`src/rtl/mult_div_ctrl.sv`:
```
// Iterative signed multiply/divide sequencer: shift-add multiply or restoring
// divide on operand magnitudes, then sign fixup into the HI/LO registers.
module mult_div_ctrl #(
    parameter int WIDTH = 32
) (
    input  logic             clk,
    input  logic             reset,
    input  logic             start_mult,
    input  logic             start_div,
    input  logic [WIDTH-1:0] a,
    input  logic [WIDTH-1:0] b,
    output logic             busy,
    output logic             done,
    output logic             div_zero,
    output logic [WIDTH-1:0] hi,
    output logic [WIDTH-1:0] lo
);

    localparam int CW = $clog2(WIDTH);

    localparam logic [2:0] S_IDLE  = 3'd0;
    localparam logic [2:0] S_MULT  = 3'd1;
    localparam logic [2:0] S_DIV   = 3'd2;
    localparam logic [2:0] S_FIXUP = 3'd3;
    localparam logic [2:0] S_DONE  = 3'd4;

    logic [2:0]         state_q, state_d;
    logic [CW-1:0]      cnt_q, cnt_d;
    logic [2*WIDTH-1:0] acc_q, acc_d;
    logic [WIDTH-1:0]   opnd_q, opnd_d;
    logic [WIDTH-1:0]   hi_q, hi_d;
    logic [WIDTH-1:0]   lo_q, lo_d;
    logic               sign_a_q, sign_a_d;
    logic               sign_b_q, sign_b_d;
    logic               is_div_q, is_div_d;
    logic               div_zero_q, div_zero_d;

    logic [WIDTH-1:0]   abs_a, abs_b;
    logic [WIDTH:0]     mult_sum;
    logic [WIDTH:0]     rem_sh;
    logic [WIDTH:0]     trial;
    logic [2*WIDTH-1:0] prod_fix;
    logic               last_step;
    logic               neg_res;

    // Magnitudes as unsigned values; the most negative input maps onto itself.
    assign abs_a = a[WIDTH-1] ? -a : a;
    assign abs_b = b[WIDTH-1] ? -b : b;

    // Multiply step: conditional add into the upper half with carry kept.
    assign mult_sum = acc_q[0] ? ({1'b0, acc_q[2*WIDTH-1:WIDTH]} + {1'b0, opnd_q})
                               : {1'b0, acc_q[2*WIDTH-1:WIDTH]};

    // Divide step: acc holds {rem, quot}; shift one dividend bit into rem.
    assign rem_sh = {acc_q[2*WIDTH-1:WIDTH], acc_q[WIDTH-1]};
    assign trial  = rem_sh - {1'b0, opnd_q};

    assign neg_res   = sign_a_q ^ sign_b_q;
    assign prod_fix  = neg_res ? -acc_q : acc_q;
    assign last_step = (cnt_q == CW'(WIDTH - 1));

    // NOTE: every next-state signal gets its hold value first so no path infers a latch.
    always_comb begin
        state_d    = state_q;
        cnt_d      = cnt_q;
        acc_d      = acc_q;
        opnd_d     = opnd_q;
        hi_d       = hi_q;
        lo_d       = lo_q;
        sign_a_d   = sign_a_q;
        sign_b_d   = sign_b_q;
        is_div_d   = is_div_q;
        div_zero_d = div_zero_q;

        case (state_q)
            S_IDLE: begin
                if (start_mult || start_div) begin
                    sign_a_d   = a[WIDTH-1];
                    sign_b_d   = b[WIDTH-1];
                    cnt_d      = '0;
                    div_zero_d = 1'b0;
                    if (start_mult) begin
                        state_d  = S_MULT;
                        is_div_d = 1'b0;
                        opnd_d   = abs_a;
                        acc_d    = {{WIDTH{1'b0}}, abs_b};
                    end else if (b == '0) begin
                        state_d    = S_DONE;
                        is_div_d   = 1'b1;
                        div_zero_d = 1'b1;
                    end else begin
                        state_d  = S_DIV;
                        is_div_d = 1'b1;
                        opnd_d   = abs_b;
                        acc_d    = {{WIDTH{1'b0}}, abs_a};
                    end
                end
            end
            S_MULT: begin
                acc_d = {mult_sum, acc_q[WIDTH-1:1]};
                cnt_d = cnt_q + CW'(1);
                if (last_step) state_d = S_FIXUP;
            end
            S_DIV: begin
                if (!trial[WIDTH]) acc_d = {trial[WIDTH-1:0], acc_q[WIDTH-2:0], 1'b1};
                else               acc_d = {rem_sh[WIDTH-1:0], acc_q[WIDTH-2:0], 1'b0};
                cnt_d = cnt_q + CW'(1);
                if (last_step) state_d = S_FIXUP;
            end
            S_FIXUP: begin
                if (is_div_q) begin
                    lo_d = neg_res  ? -acc_q[WIDTH-1:0] : acc_q[WIDTH-1:0];
                    hi_d = sign_a_q ? -acc_q[2*WIDTH-1:WIDTH] : acc_q[2*WIDTH-1:WIDTH];
                end else begin
                    hi_d = prod_fix[2*WIDTH-1:WIDTH];
                    lo_d = prod_fix[WIDTH-1:0];
                end
                state_d = S_DONE;
            end
            S_DONE:  state_d = S_IDLE;
            default: state_d = S_IDLE;
        endcase
    end

    // NOTE: state registers use non-blocking assignments so all flops update together.
    always_ff @(posedge clk or negedge reset) begin
        if (!reset) begin
            state_q    <= S_IDLE;
            cnt_q      <= '0;
            acc_q      <= '0;
            opnd_q     <= '0;
            hi_q       <= '0;
            lo_q       <= '0;
            sign_a_q   <= 1'b0;
            sign_b_q   <= 1'b0;
            is_div_q   <= 1'b0;
            div_zero_q <= 1'b0;
        end else begin
            state_q    <= state_d;
            cnt_q      <= cnt_d;
            acc_q      <= acc_d;
            opnd_q     <= opnd_d;
            hi_q       <= hi_d;
            lo_q       <= lo_d;
            sign_a_q   <= sign_a_d;
            sign_b_q   <= sign_b_d;
            is_div_q   <= is_div_d;
            div_zero_q <= div_zero_d;
        end
    end

    assign busy     = (state_q != S_IDLE);
    assign done     = (state_q == S_DONE);
    assign div_zero = div_zero_q;
    assign hi       = hi_q;
    assign lo       = lo_q;

endmodule

```
`config.mk`:
```
export PLATFORM = sky130hd
export DESIGN_NAME = mult_div_ctrl
export DESIGN_NICKNAME = d
export VERILOG_FILES = /design/src/rtl/mult_div_ctrl.sv
export SDC_FILE = /design/constraint.sdc
export NUM_CORES = 1
export LEC_CHECK = 0
export BUFFER_PORTS_ARGS = -buffer_cell sky130_fd_sc_hd__buf_2
export CAP_MARGIN = 25
export CELL_PAD_IN_SITES_DETAIL_PLACEMENT = 2
export CELL_PAD_IN_SITES_GLOBAL_PLACEMENT = 2
export CORE_MARGIN = 2
export CORE_UTILIZATION = 35
export DETAILED_ROUTE_END_ITERATION = 10
export PLACE_DENSITY_LB_ADDON = 0.1
export REMOVE_ABC_BUFFERS = 1
export SETUP_SLACK_MARGIN = 0.15
export SYNTH_ARGS = -nofsm -noshare
export SYNTH_HDL_FRONTEND = slang
export SYNTH_SLANG_ARGS = --single-unit
```
`constraint.sdc`:
```
create_clock -name clk -period 3.9 [get_ports clk]
set_clock_uncertainty 0.05 [all_clocks]
set_input_delay 0.78 -clock clk [delete_from_list [all_inputs] [get_ports clk]]
set_output_delay 0.78 -clock clk [all_outputs]
set_load 0.02 [all_outputs]
```
==> impl_metrics.toml <==
[finish]
final_common_cell = "nand2_1"
fillers = 4862
syn2layout_area_growth_pct = 16.20
fin_util = 0.4128
nNetsFinal = 2191
final_cell_mix = "nand2_1, o21ai_0, dfrtp_1, a21oi_1, nor2_1"
drive_above_1_share = 0.1600

[timing]
worst_slack_ns = 0.2991
setup_viol_count_final = 0
min_period_ns = 3.601
relSlewSlack = 0.3343
finalCritPeriodShare = 0.9233
slew_viol_final = 0
worst_pin_slew_ns = 0.9948
fmax_mhz = 277.7
hold_ws_ns = 0.2364
rsz0062_at_grt = "false"
hold_violations = 0

[global_route]
track_usage = 0.2953
grt_max_degree = 77
grt_pass1_wl_um = 99610
grt_overflow = 0
antenna_found_initial = 0
first_global_vias = 16400

[routing]
drtIter0Drc = 1046
via_per_inst = 6.014
num_vias = 15660
drt_first_pass_iters = 7
wirelength_um = 65310
drtAntennaViolNets = 0
drc = 0
post_drt_wl_per_cell_um = 25.08

[hold_path]
hp-class = "primary input to async pin"

[floorplan]
rows = 75
dieArea_mm2 = 0.04433
start_util = 0.3552
fp.coreArea_mm2 = 0.04204
die_h_um = 210.6
dieWidth_um = 210.6
ioPinCount = 135

[clocking]
numClockSinks = 172
insertion_delay_ns = 0.50
cts_root_buffer = "clkbuf_16"
hold_buffers = 0
h-tree-depth = 4
cts-buffers-inserted = 17
cts_buffer_depth = 2
path_clk_slew_ns = 0.08
cts_tree = "built"

[setup_path]
ff2ff_setup_slack_ns = 0.30
startpoint_type = "flip-flop"
ff2ff_path_depth = 12
r2r_start = "acc_q[31]"
cp-end-kind = "flip-flop"
path_class = "flip-flop to flip-flop"
reg2reg_to = "acc_q[50]"
path_max_fanout = 7
crit_start = "acc_q[31]"
cp.arrival_ns = 3.98
critPathRequiredTime_ns = 4.28

[yosys]
ys_async_sr_fraction = 1.000
synth.distinct_cells = 79
synth_seq_cells = 172
synthFlopType = "dfrtp_1"
syn_avg_cell_area_um2 = 7.831
syn_area_mm2 = 0.01493
ys_warn_count = 0
synth_enable_flop_cells = 0
seq_area_frac_synth = 0.2882
netlist_instances = 1907

[power_and_ir_drop]
p_leak_nw = 7.575
vdd_ir_drop_max_mv = 0.4361
power.total_mw = 19.40
p_per_area_mw_per_mm2 = 1118

[place]
dp_slack_ns = 0.07571
place.gp.congestion = 0.9092
dp_hpwl_um = 52560
io_buffers = 134

[run_status]
status = "finished clean"

[run]
cap_violations = 0
## metal layers
layer	share of wire	GRT usage	vias up	routed length, um
li1	-	-	7286	-
met1	0.45	0.3935	7972	29670
met2	0.48	0.4979	325	31480
met3	0.037	0.03725	78	2446
met4	0.026	0.09276	0	1700
met5	0	0	-	0
## cell usage after synthesis, types with 5 or more instances
master	n	area [um^2]
xor2_1	78	683.2
clkbuf_1	106	397.9
nor2_1	144	540.5
buf_1	8	30.03
o211ai_1	18	135.1
a31o_2	5	43.79
nor2b_1	6	37.54
a22o_1	10	87.58
and3_1	14	87.58
a221oi_1	21	183.9
o221ai_1	10	87.58
o31ai_1	33	247.7
nand3b_1	8	60.06
o21a_1	17	127.6
and2_1	9	56.30
buf_2	9	45.04
mux2_2	15	168.9
nand2b_1	13	81.33
mux2i_1	36	360.4
or4_1	18	135.1
nand3_1	34	170.2
o31a_1	5	43.79
or3_1	26	162.7
a22oi_1	22	165.2
a211oi_1	23	172.7
nand4_1	20	125.1
o41ai_1	15	131.4
a31oi_1	26	162.7
inv_1	65	244.0
xnor2_1	82	718.2
nand2_1	224	840.8
a21o_1	18	135.1
a21oi_1	152	760.7
a221o_1	10	100.1
a211o_1	9	78.83
dfrtp_1	172	4304
o21ai_0	201	1006
nor3_1	42	210.2
nor4_1	21	131.4
ha_1	70	875.8
or2_2	10	62.56
o21ai_1	6	30.03
## logic make-up after synthesis
family | share of synthesized area
compound gates | 0.2740
simple gates | 0.1978
buf+inv | 0.04935
flops | 0.2882
xor+xnor | 0.09384
fa+ha+maj | 0.06133
mux | 0.03544
## critical path, stage by stage (launching register included)
cell and delay [ns]:
dfrtp_1 0.39, inv_1 0.13, ha_1 0.21, fa_1 0.23, nor2b_1 0.09, o31ai_1 0.33
buf_4 0.20, a211o_1 0.26, nand2_1 0.12, a221o_1 0.49, or4b_2 0.72, a21oi_1 0.20
a211o_1 0.14
## report_power, final
| group | total, mW | internal, mW | switching [mW] |
|---|---|---|---|
| Clock | 1.78 | 0.906 | 0.879 |
| Sequential | 3.61 | 2.67 | 0.944 |
| Combinational | 14.0 | 5.37 | 8.63 |
| Total | 19.4 | 8.94 | 10.5 |
## area by class of cell
cell class              count  area (um^2)  share of cell area
multi-input cells        1544         9926              0.5720
clock buffers              18        429.2             0.02473
well taps                 539        674.4             0.03886
inverters                  66        247.7             0.01428
clock inverters            13        153.9            0.008869
diodes                      2        5.005           0.0002884
flip-flops and latches    172         4304              0.2480
repair buffers            250         1613             0.09294
## timing repair
item                                    4_1_cts  5_1_grt
endpoints found under the setup margin        0        5
hold endpoints to repair                      0        0
buffers inserted                              0        0
resized for setup                             0        3
## worst max path at each step
stage                           end  slack (ns)  cells after the start
after floorplan           acc_q[27]       -0.27                      6
after global placement    opnd_q[3]        0.12                      8
after detailed placement  opnd_q[7]        0.08                      8
after CTS                 acc_q[61]        0.32                     14
after global routing      acc_q[61]        0.15                     13
final                     acc_q[50]        0.30                     12
## state kept, by name, summed over array words and instances (netlist names)
register  count
sign_b_q      1
is_div_q      1
hi           32
opnd_q       32
sign_a_q      1
acc_q        64
cnt_q         5
div_zero      1
lo           32
state_q       3
## through the flow
stage               area (um^2)  cells  TNS, ns
floorplan                 14440   1782   -1.745
global placement          16750   2571        0
detailed placement        16750   2571        0
CTS                       17330   2602        0
global route              17350   2602        0
finish                    17350   2604        0
(Power assumes the default switching activity.)
